File: src/rtl/id_ex_stage_reg_pkg.sv
// Shared types and constants for the ID/EX pipeline register and its load-use detector.
package id_ex_stage_reg_pkg;

  localparam int unsigned XLEN_DEFAULT = 32;
  localparam int unsigned EX_W_DEFAULT = 4;
  localparam int unsigned REG_W        = 5;

  // Bit positions inside the WB and MEM control pairs
  localparam int unsigned WB_REGWRITE = 1;
  localparam int unsigned WB_MEMTOREG = 0;
  localparam int unsigned M_MEMREAD   = 1;
  localparam int unsigned M_MEMWRITE  = 0;

  typedef enum logic {
    RUN    = 1'b0,
    BUBBLE = 1'b1
  } state_t;

endpackage

File: src/rtl/id_ex_stage_reg_load_use_detect.sv
// Combinational load-use hazard check: decode reads a register an in-flight EX load will write.
module id_ex_stage_reg_load_use_detect
  import id_ex_stage_reg_pkg::*;
(
  input  logic             id_valid,
  input  logic [REG_W-1:0] id_rs1,
  input  logic [REG_W-1:0] id_rs2,
  input  logic             ex_valid,
  input  logic             ex_mem_read,
  input  logic [REG_W-1:0] ex_rd,
  output logic             haz_c
);

  // Both sources are compared whatever the instruction format; x0 never hazards
  assign haz_c = id_valid && ex_valid && ex_mem_read && (ex_rd != '0) &&
                 ((ex_rd == id_rs1) || (ex_rd == id_rs2));

endmodule

File: src/rtl/id_ex_stage_reg.sv
// ID/EX pipeline register with load-use bubble insertion, flush and external hold.
// Optional macro ID_EX_PERF_CNT_EN adds stall/flush event counters.
module id_ex_stage_reg
  import id_ex_stage_reg_pkg::*;
#(
  parameter int unsigned XLEN = XLEN_DEFAULT,
  parameter int unsigned EX_W = EX_W_DEFAULT
) (
  input  logic             clk,
  input  logic             rst_n,
  input  logic             id_valid,
  input  logic [REG_W-1:0] id_rs1,
  input  logic [REG_W-1:0] id_rs2,
  input  logic [REG_W-1:0] id_rd,
  input  logic [1:0]       id_wb,
  input  logic [1:0]       id_m,
  input  logic [EX_W-1:0]  id_ex,
  input  logic [XLEN-1:0]  id_pc,
  input  logic [XLEN-1:0]  id_rdata1,
  input  logic [XLEN-1:0]  id_rdata2,
  input  logic [XLEN-1:0]  id_imm,
  input  logic             flush,
  input  logic             ext_stall,
  output logic             ID_EX_valid,
  output logic [REG_W-1:0] ID_EX_rs1,
  output logic [REG_W-1:0] ID_EX_rs2,
  output logic [REG_W-1:0] ID_EX_rd,
  output logic [1:0]       ID_EX_wb,
  output logic [1:0]       ID_EX_m,
  output logic [EX_W-1:0]  ID_EX_ex,
  output logic [XLEN-1:0]  ID_EX_pc,
  output logic [XLEN-1:0]  ID_EX_rdata1,
  output logic [XLEN-1:0]  ID_EX_rdata2,
  output logic [XLEN-1:0]  ID_EX_imm,
  output logic             pc_write,
  output logic             if_id_write,
  output logic             load_stall
`ifdef ID_EX_PERF_CNT_EN
  ,
  output logic [31:0]      perf_stall_cnt,
  output logic [31:0]      perf_flush_cnt
`endif
);

  state_t state;
  state_t state_nxt;
  logic   haz_c;
  logic   bubble;

  id_ex_stage_reg_load_use_detect u_detect (
    .id_valid    (id_valid),
    .id_rs1      (id_rs1),
    .id_rs2      (id_rs2),
    .ex_valid    (ID_EX_valid),
    .ex_mem_read (ID_EX_m[M_MEMREAD]),
    .ex_rd       (ID_EX_rd),
    .haz_c       (haz_c)
  );

  always_ff @(posedge clk) begin
    if (!rst_n) begin
      state <= RUN;
    end else begin
      state <= state_nxt;
    end
  end

  // In BUBBLE the register already holds a non-load, so the hazard is not re-raised
  always_comb begin
    state_nxt  = state;
    load_stall = 1'b0;
    case (state)
      RUN: begin
        load_stall = haz_c && !flush;
        if (haz_c && !flush && !ext_stall) begin
          state_nxt = BUBBLE;
        end
      end
      BUBBLE: begin
        if (flush || !ext_stall) begin
          state_nxt = RUN;
        end
      end
      default: state_nxt = RUN;
    endcase
  end

  assign pc_write    = !(load_stall || ext_stall);
  assign if_id_write = pc_write;

  // Reset, flush and an unheld load-use all leave an all-zero bubble in EX
  assign bubble = !rst_n || flush || (!ext_stall && load_stall);

  always_ff @(posedge clk) begin
    if (bubble) begin
      ID_EX_valid  <= 1'b0;
      ID_EX_rs1    <= '0;
      ID_EX_rs2    <= '0;
      ID_EX_rd     <= '0;
      ID_EX_wb     <= '0;
      ID_EX_m      <= '0;
      ID_EX_ex     <= '0;
      ID_EX_pc     <= '0;
      ID_EX_rdata1 <= '0;
      ID_EX_rdata2 <= '0;
      ID_EX_imm    <= '0;
    end else if (!ext_stall) begin
      ID_EX_valid  <= id_valid;
      ID_EX_rs1    <= id_rs1;
      ID_EX_rs2    <= id_rs2;
      ID_EX_rd     <= id_rd;
      ID_EX_wb     <= id_wb;
      ID_EX_m      <= id_m;
      ID_EX_ex     <= id_ex;
      ID_EX_pc     <= id_pc;
      ID_EX_rdata1 <= id_rdata1;
      ID_EX_rdata2 <= id_rdata2;
      ID_EX_imm    <= id_imm;
    end
  end

`ifdef ID_EX_PERF_CNT_EN
  // Free-running event counters, wrapping modulo 2^32
  always_ff @(posedge clk) begin
    if (!rst_n) begin
      perf_stall_cnt <= '0;
      perf_flush_cnt <= '0;
    end else begin
      if (load_stall) begin
        perf_stall_cnt <= perf_stall_cnt + 32'd1;
      end
      if (flush) begin
        perf_flush_cnt <= perf_flush_cnt + 32'd1;
      end
    end
  end
`endif

endmodule

File: config.mk
export PLATFORM = sky130hd
export DESIGN_NAME = id_ex_stage_reg
export DESIGN_NICKNAME = d
export VERILOG_FILES = /design/src/rtl/id_ex_stage_reg_pkg.sv /design/src/rtl/id_ex_stage_reg_load_use_detect.sv /design/src/rtl/id_ex_stage_reg.sv
export SDC_FILE = /design/constraint.sdc
export NUM_CORES = 1
export LEC_CHECK = 0
export CAP_MARGIN = 20
export CELL_PAD_IN_SITES_DETAIL_PLACEMENT = 0
export CELL_PAD_IN_SITES_GLOBAL_PLACEMENT = 1
export CORE_MARGIN = 2
export CORE_UTILIZATION = 33
export DETAILED_ROUTE_END_ITERATION = 7
export GPL_ROUTABILITY_DRIVEN = 0
export PLACE_DENSITY = 0.95
export RECOVER_POWER = 50
export REMOVE_ABC_BUFFERS = 1
export SLEW_MARGIN = 5
export SYNTH_ARGS = -nofsm -noshare
export SYNTH_HDL_FRONTEND = slang
export SYNTH_SLANG_ARGS = --single-unit
File: constraint.sdc
create_clock -name clk -period 3.2 [get_ports clk]
set_input_delay 0.48 -clock clk [delete_from_list [all_inputs] [get_ports clk]]
set_output_delay 0.48 -clock clk [all_outputs]
set_load 0.02 [all_outputs]
==> metrics.csv <==
metric;value;unit
slew_headroom;-8.86;%
status;finished, violations left;
final_cell_area;11100;um2
ios;311;
hpwl;14.9;mm
wirelength;24.2;mm
synthFlopType;dfxtp_1;
worst_setup_path_start_kind;flip-flop;
dieArea;23500;um2
crit_type;flip-flop to primary output;
rows;54;
p_sw;1.43;mW
clock_sinks;153;
powerDensity;457;nW/um2
grt_overflow;0;
die_w;153;um
synth_top_family_by_area;compound AO/OA/AOI/OAI gates;
crit_path_end;pc_write;
numCtsBuffers;17;
netSwitchingFraction;28.1;%
hold_viol;0;
antenna_found_initial;0;
yosys.cell_types.count;22;
startpoint;ID_EX_rd[1]$_SDFFE_PP0N_;
final-setup-viol-count;0;
grt_pass1_vias;7341;
vias_per_cell;5.50;
worstPathArrival;2.57;ns
fin_worst_hold_slack;0.480;ns
grt_max_degree;154;
synth_compound_area_share;26.4;%
synth_edf_count;0;
worst_pin_slew;1.63;ns
drv_slew;154;
r2r_slack;0.27;ns
hold_path.class;flip-flop to flip-flop;
coreArea;21900;um2
cap_violations;1;
endpoint_kind;primary output;
avgRoutedWirePerCell;17.0;um
seq_power_share;41.1;%
min_period;3.05;ns
initial_core_util;33.7;%
whs_path_depth;2;
peakVddDrop;0.327;mV
cts_hold_buffers;0;
cts.clk_slew.worst_paths;0.07;ns
dpl_cell_area;10600;um2
yosys.area_share.simple;24.2;%
grt_usage;19.5;%
area_delta_synth_final;51.0;%
syn_inst;907;
clockBufferDepth;2;
clockPowerShare;40.4;%
r2r_start;ID_EX_rd[0]$_SDFFE_PP0N_;
p_leak;4.69;nW
drcViolationCount;0;
async_flop_share;0;%
violations;max-capacitance violations, max-slew violations;
combinationalPowerShare;18.5;%
finalCritPeriodShare;95.2;%
drive_gt1_share;4.45;%
mostFrequentLayoutCells;158 x clkdlybuf4s50_1, 154 x nand3_1, 153 x dfxtp_1;
reg2regPathDepth;5;
skew;0.0173;ns
layout_commonest_cell;clkdlybuf4s50_1;
worstSkewPairLatency;0.42;ns
seq_area_frac_synth;41.6;%
antennaDiodeCount;0;
port_buffers;310;
tritoncts;done;
r2r-end;ID_EX_rdata2[29]$_SDFFE_PP0N_;
avgSynthCellArea;8.12;um2
netlist_area;7370;um2
cts_setup_buffers;0;
grt_setup_unrepaired;false;
required;2.72;ns
fmaxAchievable;0.328;GHz
synth_fa_ha_area_share;0;%
ant_nets;0;
first_iter_violations;573;
fillers;2096;
cp_max_fo;5;
nNetsFinal;1288;
root_buffer;clkbuf_16;
die_height;153;um
cts_htree_levels;4;
final_util;50.8;%
cts-resized-gates;0;
ys_seq_elements;153;
firstDrtPassIters;5;
num_vias;7837;
synth_xor_area_share;1.19;%
grt_pass1_wl;38.5;mm
synthMuxAreaShare;0;%
yosys_warnings;0;
p_int;3.66;mW
[sequential cells by signal (all words and copies together), names as in the netlist]
| register | cells |
|---|---|
| ID_EX_pc | 32 |
| ID_EX_m | 2 |
| ID_EX_rd | 5 |
| ID_EX_imm | 32 |
| ID_EX_rdata1 | 32 |
| ID_EX_ex | 4 |
| ID_EX_rs1 | 5 |
| ID_EX_rdata2 | 32 |
| ID_EX_valid | 1 |
| state | 1 |
| ID_EX_rs2 | 5 |
| ID_EX_wb | 2 |
[cell type report]
class | instances | area [um2] | area share, %
clock buffer | 20 | 447 | 4.01
clock inverter | 12 | 140 | 1.26
inverter | 2 | 12.5 | 0.112
multi-input combinational | 633 | 3820 | 34.4
sequential | 153 | 3060 | 27.5
tap | 280 | 350 | 3.15
timing repair buffer | 325 | 3290 | 29.6
[per-stage QoR]
step / instances / setup WS, ns / total power, mW / TNS, ns
CTS: 1425 / 0.132 / 5.21 / 0
detailed placement: 1393 / 0.363 / 3.13 / 0
global placement: 1393 / 0.425 / 3.12 / 0
floorplan: 788 / -9.17 / 2.56 / -1404.93
finish: 1425 / 0.153 / 5.08 / 0
global route: 1425 / 0.0396 / 5.32 / 0
[critical path, cell delays in order (launching register included)]
cell and delay (ns):
dfxtp_1 0.38, or4_4 0.58, o211ai_4 0.21, inv_1 0.10
a21oi_1 0.22, clkdlybuf4s50_1 0.66
[layer usage]
metal | part of all wire (%) | GRT usage (%) | vias to the layer above
li1 | - | - | 3855
met1 | 43 | 25.0 | 3702
met2 | 48 | 31.7 | 252
met3 | 6.8 | 6.24 | 28
met4 | 2.0 | 5.37 | 0
met5 | 0 | 0 | -
[synth_stat cells, types with 2 or more instances]
cell,n,area (um2)
buf_2,21,105
clkbuf_1,95,357
a22oi_1,152,1140
buf_4,3,22.5
nand2_1,3,11.3
nand3_1,154,771
o21ai_1,7,35.0
dfxtp_1,153,3060
and3_1,152,951
xnor2_1,10,87.6
o21ai_0,145,726
and2_1,2,12.5
[worst min path at each step]
stage | from | to | slack (ns)
floorplan | state$_SDFF_PN0_ | state$_SDFF_PN0_ | 0.59
global placement | ID_EX_rdata2[26]$_SDFFE_PP0N_ | ID_EX_rdata2[26]$_SDFFE_PP0N_ | 0.47
detailed placement | ID_EX_rdata2[0]$_SDFFE_PP0N_ | ID_EX_rdata2[0]$_SDFFE_PP0N_ | 0.48
CTS | ID_EX_rdata2[18]$_SDFFE_PP0N_ | ID_EX_rdata2[18]$_SDFFE_PP0N_ | 0.49
global route | ID_EX_imm[7]$_SDFFE_PP0N_ | ID_EX_imm[7]$_SDFFE_PP0N_ | 0.51
finish | ID_EX_rdata2[18]$_SDFFE_PP0N_ | ID_EX_rdata2[18]$_SDFFE_PP0N_ | 0.48
[power groups by stage]
stage | clock network, mW | registers (mW) | logic (mW)
after detailed placement | 0 | 2.14 | 0.992
after global placement | 0 | 2.14 | 0.980
after CTS | 2.12 | 2.10 | 0.996
final | 2.05 | 2.09 | 0.940
after global routing | 2.20 | 2.11 | 1.01
after floorplan | 0 | 2.28 | 0.276
[logic make-up after synthesis]
family / Yosys count
AOI/OAI and AO/OA: 308
and+or+nand+nor: 315
xor gates and xnor gates: 10
DFF: 153
buffers and inverters: 121
No activity file was read; power rests on OpenSTA's default activity.
